===== src/rtl/hcsr04_scan_scheduler.sv =====
// Round-robin scheduler that time-shares one HC-SR04 ranging driver among N_SENSORS channels,
// keeping per-channel results, a response watchdog and a crosstalk guard gap between channels.
module hcsr04_scan_scheduler #(
    parameter int unsigned N_SENSORS    = 4,
    parameter int unsigned TOF_W        = 16,
    parameter int unsigned GUARD_CYCLES = 1000,
    parameter int unsigned WDOG_CYCLES  = 60000,
    localparam int unsigned SEL_W       = (N_SENSORS > 1) ? $clog2(N_SENSORS) : 1
) (
    input  logic                       clk,
    input  logic                       rst,
    input  logic                       scan_en,
    input  logic [N_SENSORS-1:0]       ch_mask,
    output logic                       drv_en,
    input  logic                       drv_data_ready,
    input  logic                       drv_timeout_err,
    input  logic [TOF_W-1:0]           drv_tof,
    output logic [SEL_W-1:0]           sel,
    output logic [N_SENSORS*TOF_W-1:0] tof_out,
    output logic [N_SENSORS-1:0]       tof_valid,
    output logic [N_SENSORS-1:0]       tof_err,
    output logic                       busy,
    output logic                       sweep_done
);

    localparam int unsigned WD_W = (WDOG_CYCLES > 1) ? $clog2(WDOG_CYCLES) : 1;
    localparam int unsigned GD_W = (GUARD_CYCLES > 1) ? $clog2(GUARD_CYCLES) : 1;

    typedef enum logic [2:0] {StIdle, StArm, StWaitRes, StGuard, StNext} state_e;

    state_e                     state_q, state_d;
    logic [N_SENSORS-1:0]       mask_q, mask_d;
    logic [SEL_W-1:0]           sel_q, sel_d;
    logic [WD_W-1:0]            wdog_q, wdog_d;
    logic [GD_W-1:0]            guard_q, guard_d;
    logic [N_SENSORS*TOF_W-1:0] tof_q, tof_d;
    logic [N_SENSORS-1:0]       valid_q, valid_d;
    logic [N_SENSORS-1:0]       err_q, err_d;
    logic                       done_q, done_d;

    logic [SEL_W-1:0]           first_idx, next_idx;
    logic                       has_next;

    // Lowest set bit of the live mask, used when a sweep (re)starts.
    always_comb begin
        first_idx = '0;
        for (int i = N_SENSORS - 1; i >= 0; i--) begin
            if (ch_mask[i]) first_idx = SEL_W'(i);
        end
    end

    // Lowest latched channel strictly above the current one; never wraps.
    always_comb begin
        has_next = 1'b0;
        next_idx = sel_q;
        for (int i = N_SENSORS - 1; i >= 0; i--) begin
            if (mask_q[i] && (i > int'(sel_q))) begin
                has_next = 1'b1;
                next_idx = SEL_W'(i);
            end
        end
    end

    always_comb begin
        state_d = state_q;
        mask_d  = mask_q;
        sel_d   = sel_q;
        wdog_d  = wdog_q;
        guard_d = guard_q;
        tof_d   = tof_q;
        valid_d = valid_q;
        err_d   = err_q;
        done_d  = 1'b0;

        unique case (state_q)
            StIdle: begin
                if (scan_en && (|ch_mask)) begin
                    mask_d  = ch_mask;
                    sel_d   = first_idx;
                    state_d = StArm;
                end
            end
            StArm: begin
                wdog_d  = '0;
                state_d = StWaitRes;
            end
            StWaitRes: begin
                wdog_d = wdog_q + WD_W'(1);
                // A driver timeout beats a same-cycle success; any response beats the watchdog.
                if (drv_timeout_err ||
                    (!drv_data_ready && (wdog_q == WD_W'(WDOG_CYCLES - 1)))) begin
                    err_d[sel_q]   = 1'b1;
                    valid_d[sel_q] = 1'b0;
                    guard_d        = '0;
                    state_d        = StGuard;
                end else if (drv_data_ready) begin
                    tof_d[int'(sel_q)*TOF_W +: TOF_W] = drv_tof;
                    valid_d[sel_q] = 1'b1;
                    err_d[sel_q]   = 1'b0;
                    guard_d        = '0;
                    state_d        = StGuard;
                end
            end
            StGuard: begin
                if (guard_q == GD_W'(GUARD_CYCLES - 1)) begin
                    state_d = StNext;
                end else begin
                    guard_d = guard_q + GD_W'(1);
                end
            end
            StNext: begin
                if (has_next) begin
                    if (scan_en) begin
                        sel_d   = next_idx;
                        state_d = StArm;
                    end else begin
                        state_d = StIdle;
                    end
                end else begin
                    done_d = 1'b1;
                    if (scan_en && (|ch_mask)) begin
                        mask_d  = ch_mask;
                        sel_d   = first_idx;
                        state_d = StArm;
                    end else begin
                        state_d = StIdle;
                    end
                end
            end
            default: state_d = StIdle;
        endcase
    end

    always_ff @(posedge clk or posedge rst) begin
        if (rst) begin
            state_q <= StIdle;
            mask_q  <= '0;
            sel_q   <= '0;
            wdog_q  <= '0;
            guard_q <= '0;
            tof_q   <= '0;
            valid_q <= '0;
            err_q   <= '0;
            done_q  <= 1'b0;
        end else begin
            state_q <= state_d;
            mask_q  <= mask_d;
            sel_q   <= sel_d;
            wdog_q  <= wdog_d;
            guard_q <= guard_d;
            tof_q   <= tof_d;
            valid_q <= valid_d;
            err_q   <= err_d;
            done_q  <= done_d;
        end
    end

    assign drv_en     = (state_q == StArm);
    assign busy       = (state_q != StIdle);
    assign sel        = sel_q;
    assign tof_out    = tof_q;
    assign tof_valid  = valid_q;
    assign tof_err    = err_q;
    assign sweep_done = done_q;

endmodule

===== config.mk =====
export PLATFORM = sky130hd
export DESIGN_NAME = hcsr04_scan_scheduler
export DESIGN_NICKNAME = d
export VERILOG_FILES = /design/src/rtl/hcsr04_scan_scheduler.sv
export SDC_FILE = /design/constraint.sdc
export NUM_CORES = 1
export LEC_CHECK = 0
export BUFFER_PORTS_ARGS = -buffer_cell sky130_fd_sc_hd__buf_2
export CAP_MARGIN = 20
export CORE_UTILIZATION = 50
export CTS_CLUSTER_DIAMETER = 60
export CTS_CLUSTER_SIZE = 30
export DETAILED_ROUTE_END_ITERATION = 12
export PLACE_DENSITY = 0.81
export RECOVER_POWER = 100
export SETUP_SLACK_MARGIN = 0.05
export SLEW_MARGIN = 25
export SYNTH_ARGS = -nofsm -noshare
export SYNTH_HDL_FRONTEND = slang
export SYNTH_SLANG_ARGS = --single-unit
export TNS_END_PERCENT = 1

===== constraint.sdc =====
create_clock -name clk -period 4.96 [get_ports clk]
set_clock_uncertainty 0.1 [all_clocks]
set_input_delay 0.992 -clock clk [delete_from_list [all_inputs] [get_ports clk]]
set_output_delay 0.992 -clock clk [all_outputs]
set_load 0.005 [all_outputs]

==> metrics.sh, run 1 <==
LAYOUT_COMMON_CELLS='107 x dfrtp_1, 91 x nand2_1, 69 x inv_1, 69 x mux2i_1, 69 x buf_2'
FINALHOLDVIOLCOUNT=0
FINISH.NET_COUNT=639
PLACE_HPWL_UM=8490
CTS_TREE='yes'
DIE_WIDTH_UM=104
DRT_WL_TOTAL_UM=11700
ANT_NETS=0
DIE_HEIGHT_UM=104
DESIGN.PORTCOUNT=102
CTS-BUFFERS-INSERTED=9
GRT_FIRST_PASS_WIRELENGTH_UM=19500
VIAS_IN_THE_FIRST_GLOBAL_ROUTE=3945
GRT.OVERFLOW.TOTAL=0
CP-END-KIND='flip-flop'
CTS.ROOT.BUFFER_CELL='clkbuf_8'
SUM_NEG_SETUP_SLACK_NS=0
POST-ROUTE-DRC-COUNT=0
WL_MET2_UM=5820
CRIT_PATH_MAX_FANOUT=16
MAX_CAP_VIOL_COUNT=0
HIGHEST_LAYER='met4'
DETAIL_ROUTE.FIRST_PASS.ITERATIONS=4
FINAL_LAYOUT_SIZE_SUFFIX_GT1_FRAC=0.158
PLACEMENT_ROWS=36
MAXIMUM_NUMBER_OF_PINS_ON_ONE_NET_BEFORE_GLOBAL_ROUTE_REPAIR=87
POST-LAYOUT-TOTAL-POWER_uW=3400
CLOCK_TREE.BUFFER_DEPTH=2
TRITONCTS_NUM_SINKS=107
GRT_ANTENNA_BEFORE_REPAIR=0
CRITICAL_PATH.N_BUFFERS_INVERTERS=0
CRIT_PATH_TOP_DELAY_CELL='nor3b_1'
P_LEAK_uW=0.00273
TIMING.FINAL.SETUP_VIOLATIONS=0
SYN-INSTANCE-COUNT=511
YS_SEQ_AREA_FRAC=0.516
YS_FF_LATCH=107
CTS_HOLD_BUFFERS=0
SYN_TO_FINAL_GROWTH_PCT=13.7
SYNTH.YOSYS.WARNINGS=0
STARTING_DENSITY_OF_THE_CORE=0.524
CPLARGESTDELAYFAMILY='simple AND/OR/NAND/NOR gates'
DOMINANTREGCELLSYNTH='dfrtp_1'
CATEGORY_OF_THE_CRITICAL_SETUP_TIMING_PATH='reg2reg'
POWER.DENSITY_nW_PER_UM2=576
RSZ0062_AT_GRT='no'
IR_DROP_V=0.000230
DESIGN.DIE.AREA_UM2=10800
LAYOUT.FILLER_CELLS=824
NUMPORTBUFFERS=101
MAX_SLEW.WORST_PIN.SLEW_NS=1.15
POST_SYNTH_EDFFS=0
FIRST_ITER_VIOLATIONS=237
MAPPEDNETLISTAREA_UM2=5190
ROUTABILITYCONGESTION=0.852
REPORT.FINAL.SLEW_VIOL_COUNT=0
MET3_WIRELENGTH_UM=606
POSTCTSSETUPBUFFERS=0
FINAL_MIN_PERIOD_OVER_CLOCK_PERIOD=0.707
POSTSYNTHNETCOUNT=545
SYNTH-ASYNC-RESET-RATIO=1.00
TIMING.FINAL.CRIT_PERIOD_NS=3.51
ANT_CELLS=0
WORSTPATHARRIVAL_NS=3.70
HOLD-WORST-SLACK_NS=0.385
FLOORPLAN.CORE_AREA_UM2=9910
FMAXACHIEVABLE_MHz=285
CP.REQUIRED_NS=5.15
GLOBALROUTETOTALUTIL=0.227
CRITPATHMAXSTAGEDELAY_NS=0.97
H-TREE-DEPTH=3
HOLDCRITPATHCLASS='reg2reg'
FIN_UTIL=0.595
SYNTH.LIB_CELLS_USED.DISTINCT=48
POST_SYNTHESIS_MEAN_INSTANCE_AREA_UM2=10.2
PATH_CLK_SLEW_NS=0.10
WL_PER_CELL_UM=15.8
LAYOUT_COMMONEST_CELL='dfrtp_1'
STARTPOINT_TYPE='flip-flop'
ROUTEDLENGTHMET1_UM=5030
VIA_PER_INST=5.41
WORST_SKEW_PAIR.LATE_LATENCY_NS=0.37
WORST_SLEW_MARGIN_REL=0.234
VIAS=4008
WORSTPATHCELLLIST='nor3b_1 -> and2_0 -> and3_1 -> mux2i_1'
RUN_STATUS='finished clean'
POST_CTS_RESIZE_COUNT=0
per-layer routing:
layer,track usage,up-vias
met2,0.370,123
met3,0.0520,25
met4,0.0837,0
met5,0,-
met1,0.298,1965
li1,-,1895
flip-flops by register name, indices dropped and copies added, names as in the netlist, named ones only:
name and flops:
sel 2, sweep_done 1, state_q 3, wdog_q 16, tof_out 64, guard_q 10
mask_q 3
metrics by stage:
step | instance area [um^2] | cells | setup slack, ns
6_report | 5900 | 741 | 1.45
3_5_place_dp | 5740 | 727 | 1.93
3_3_place_gp | 5720 | 726 | 2.05
5_1_grt | 5900 | 741 | 1.19
2_1_floorplan | 5190 | 511 | 1.05
4_1_cts | 5940 | 741 | 2.09
worst paths after layout:
path,slack (ns),cells past startpoint,start,to
min reg2reg,0.39,2,mask_q[1]$_DFFE_PP0P_,mask_q[1]$_DFFE_PP0P_
max,1.45,4,state_q[2]$_DFFE_PP0P_,tof_out[11]$_DFFE_PP0P_
min in group asynchronous,0.66,2,rst,tof_out[21]$_DFFE_PP0P_
max in group asynchronous,2.58,3,rst,tof_out[32]$_DFFE_PP0P_
max reg2reg,1.45,4,state_q[2]$_DFFE_PP0P_,tof_out[11]$_DFFE_PP0P_
min,0.39,2,mask_q[1]$_DFFE_PP0P_,mask_q[1]$_DFFE_PP0P_
cells by family after synthesis:
group / after synthesis / share of synthesized area
AO/OA/AOI/OAI: 68 / 0.0832
XOR/XNOR: 1 / 0.00169
adder cells (fa/ha/maj): 9 / 0.0217
buffers and inverters: 90 / 0.0827
flip-flops: 107 / 0.516
multiplexers: 71 / 0.137
AND/OR/NAND/NOR: 165 / 0.157
worst min-delay path: cells and delay by family (launching register included):
| kind | cells | cell delay, ns |
|---|---|---|
| DFF | 1 | 0.35 |
| and+or+nand+nor | 1 | 0.04 |
| AOI/OAI and AO/OA | 1 | 0.06 |
power breakdown:
part	leakage, uW	internal [uW]	total [uW]	switching [uW]
logic	0.00132	559	1360	799
registers	0.00131	1230	1500	266
clock network	0.000102	258	543	284
synthesized netlist by cell type, types with 2 or more instances:
library cell,count,area [um^2]
dfrtp_1,107,2680
nand2_1,91,342
inv_1,70,263
mux2i_1,69,691
a21oi_1,21,105
o21ai_0,19,95.1
nand3_1,14,70.1
and3_1,12,75.1
nor2_1,11,41.3
ha_1,9,113
clkbuf_1,8,30.0
nor3_1,7,35.0
nand4_1,6,37.5
a22o_1,5,43.8
and4_1,5,43.8
buf_6,5,56.3
a211o_1,4,35.0
buf_8,4,60.1
o21a_1,4,30.0
nand2b_1,3,18.8
o211ai_1,3,22.5
o31ai_1,3,22.5
buf_4,2,15.0
mux2_2,2,22.5
nor3b_1,2,15.0
nor4b_1,2,17.5
or3b_2,2,17.5
final cells by class:
type                            count  area [um^2]  share of cell area
Inverter                           70          268              0.0454
Sequential cell                   107         2680               0.454
Tap cell                          133          166              0.0282
Multi-Input combinational cell    314         2110               0.357
Clock inverter                      3         47.5             0.00806
Timing Repair Buffer              103          480              0.0814
Clock buffer                       11          151              0.0257
No activity file was read; power rests on OpenSTA's default activity.
==> inputs of run 2 (changes only) <==
--- a/config.mk
+++ b/config.mk
@@ -11,7 +11,7 @@
 export CTS_CLUSTER_DIAMETER = 60
 export CTS_CLUSTER_SIZE = 30
 export DETAILED_ROUTE_END_ITERATION = 12
-export PLACE_DENSITY = 0.81
+export PLACE_DENSITY = 0.84
 export RECOVER_POWER = 100
 export SETUP_SLACK_MARGIN = 0.05
 export SLEW_MARGIN = 25
==> constraint.sdc (replaced) <==
create_clock -name clk -period 2.9 [get_ports clk]
set_clock_uncertainty 0.1 [all_clocks]
set_input_delay 0.58 -clock clk [delete_from_list [all_inputs] [get_ports clk]]
set_output_delay 0.58 -clock clk [all_outputs]
set_load 0.005 [all_outputs]
==> metrics.sh, run 2 (same netlist as run 1, synthesis figures left out) <==
POST-ROUTE-DRC-COUNT=0  # unchanged
WORST_R2R_STARTPOINT='wdog_q[0]$_DFFE_PP0P_'  # was state_q[2]$_DFFE_PP0P_
CTS-BUFFERS-INSERTED=9  # unchanged
LAYOUT.FILLER_CELLS=828  # was 824
GRT.OVERFLOW.TOTAL=0  # unchanged
SYN_TO_FINAL_GROWTH_PCT=14.6  # was 13.7%
CRIT_PATH_MAX_FANOUT=16  # unchanged
TRITONCTS_NUM_SINKS=107  # unchanged
PLACEMENT_ROWS=36  # unchanged
GRT_ANTENNA_BEFORE_REPAIR=0  # unchanged
MAX_SLEW.WORST_PIN.SLEW_NS=1.46  # was 1.15 ns
HOLDCRITPATHCLASS='in2reg'  # was reg2reg
STARTING_DENSITY_OF_THE_CORE=0.524  # unchanged
VIAS_IN_THE_FIRST_GLOBAL_ROUTE=4145  # was 3945
CP-END-KIND='flip-flop'  # unchanged
FINALHOLDVIOLCOUNT=0  # unchanged
ANT_CELLS=0  # unchanged
ROUTABILITYCONGESTION=0.875  # was 0.852
LAYOUT_SETUP_WS_NS=0.333  # was 1.45 ns
FIRST_ITER_VIOLATIONS=319  # was 237
DETAIL_ROUTE.FIRST_PASS.ITERATIONS=6  # was 4
WORST_SLEW_MARGIN_REL=0.0242  # was 0.234
FINISH.NET_COUNT=649  # was 639
DRT_WL_TOTAL_UM=12300  # was 11700 um
VIAS=4169  # was 4008
ANT_NETS=0  # unchanged
TIMING.FINAL.SETUP_VIOLATIONS=0  # unchanged
CATEGORY_OF_THE_CRITICAL_SETUP_TIMING_PATH='reg2reg'  # unchanged
DIE_HEIGHT_UM=104  # unchanged
TIMING.FINAL.CRIT_PERIOD_NS=2.57  # was 3.51 ns
POSTCTSSETUPBUFFERS=0  # unchanged
WORSTPATHARRIVAL_NS=2.75  # was 3.70 ns
POWER.DENSITY_nW_PER_UM2=987  # was 576 nW/um^2
PATH_CLK_SLEW_NS=0.10  # about the same
HOLD_PATH.STARTPOINT='drv_tof[12]'  # was mask_q[1]$_DFFE_PP0P_
MAX_CAP_VIOL_COUNT=0  # unchanged
CTS_HOLD_BUFFERS=0  # unchanged
PLACE_HPWL_UM=8920  # was 8490 um
CTS.ROOT.BUFFER_CELL='clkbuf_8'  # unchanged
VIA_PER_INST=5.54  # was 5.41
LAYOUT.CELL_AREA.NON_FILLER_UM2=5940  # was 5900 um^2
DESIGN.DIE.AREA_UM2=10800  # unchanged
NUMPORTBUFFERS=101  # unchanged
FMAXACHIEVABLE_MHz=390  # was 285 MHz
CLOCK_TREE.BUFFER_DEPTH=2  # unchanged
GRT_FIRST_PASS_WIRELENGTH_UM=20300  # was 19500 um
WORST_SKEW_PAIR.LATE_LATENCY_NS=0.37  # about the same
RUN_STATUS='finished clean'  # unchanged
REPORT.FINAL.SLEW_VIOL_COUNT=0  # unchanged
FINAL_MIN_PERIOD_OVER_CLOCK_PERIOD=0.885  # was 0.707
FLOORPLAN.CORE_AREA_UM2=9910  # unchanged
P_LEAK_uW=0.00277  # was 0.00273 uW
FINAL_LAYOUT_SIZE_SUFFIX_GT1_FRAC=0.176  # was 0.158
RSZ0062_AT_GRT='no'  # unchanged
CTS_TREE='yes'  # unchanged
SUM_NEG_SETUP_SLACK_NS=0  # unchanged
H-TREE-DEPTH=3  # unchanged
PLACED_AREA_UM2=5820  # was 5740 um^2
GLOBALROUTETOTALUTIL=0.236  # was 0.227
CP.REQUIRED_NS=3.09  # was 5.15 ns
HOLD-WORST-SLACK_NS=0.373  # was 0.385 ns
STARTPOINT_TYPE='flip-flop'  # unchanged
POST_CTS_RESIZE_COUNT=0  # unchanged
CRIT_PATH_START='wdog_q[0]$_DFFE_PP0P_'  # was state_q[2]$_DFFE_PP0P_
LARGEST_REGISTER_FF_COUNT=64  # unchanged
MAXIMUM_NUMBER_OF_PINS_ON_ONE_NET_BEFORE_GLOBAL_ROUTE_REPAIR=61  # was 87
DP_SLACK_NS=0.421  # was 1.93 ns
LAYOUT_COMMONEST_CELL='dfrtp_1'  # unchanged
DESIGN.PORTCOUNT=102  # unchanged
LAYOUT_COMMON_CELLS='107 x dfrtp_1, 92 x nand2_1, 72 x buf_2'  # was 107 x dfrtp_1, 91 x nand2_1, 69 x inv_1, 69 x mux2i_1, 69 x buf_2
IR_DROP_V=0.000392  # was 0.000230 V
DIE_WIDTH_UM=104  # unchanged
WL_PER_CELL_UM=16.3  # was 15.8 um
-- run 2: stage by stage --
step                      std cells   util  total power, uW
after detailed placement        737  0.587             4990
after CTS                       753  0.607             5950
after global placement          737  0.587             4810
after floorplan                 511      -             3910
final                           753  0.600             5860
after global routing            753  0.600             6270
-- run 2: cell type report --
cell class	count	area, um^2	share of cell area
Tap cell	133	166	0.0280
Sequential cell	107	2680	0.450
Clock inverter	4	55.1	0.00926
Inverter	70	264	0.0444
Clock buffer	12	145	0.0244
Multi-Input combinational cell	314	2080	0.350
Timing Repair Buffer	113	558	0.0939
-- run 2: layer usage --
| metal | vias up | GRT usage | part of all wire | routed length, um |
|---|---|---|---|---|
| li1 | 1915 | - | - | - |
| met1 | 2063 | 0.301 | 0.42 | 5170 |
| met2 | 162 | 0.402 | 0.50 | 6200 |
| met3 | 29 | 0.0382 | 0.053 | 649 |
| met4 | 0 | 0.0898 | 0.023 | 285 |
| met5 | - | 0 | 0 | 0 |
-- run 2: power by group --
group	internal (uW)	switching [uW]	total, uW
registers	2110	470	2580
logic	979	1370	2350
clock network	431	508	938
total	3520	2350	5860
-- run 2: critical path, cell delays in order (launching register included) --
cell and delay (ns):
dfrtp_1 0.45, ha_1 0.27, and4_1 0.25, and4_1 0.19, nor2_1 0.14, buf_4 0.15, and3_1 0.15, clkbuf_2 0.48
mux2i_1 0.30
-- run 2: path summary, 6_finish.rpt --
path | end | slack (ns) | cells after the start
setup reg to reg | tof_out[46]$_DFFE_PP0P_ | 0.33 | 8
setup / recovery | tof_out[46]$_DFFE_PP0P_ | 0.33 | 8
hold reg to reg | wdog_q[15]$_DFFE_PP0P_ | 0.40 | 1
max in group asynchronous | tof_out[7]$_DFFE_PP0P_ | 1.18 | 3
hold / removal | tof_out[44]$_DFFE_PP0P_ | 0.37 | 3
min in group asynchronous | tof_out[46]$_DFFE_PP0P_ | 0.50 | 3
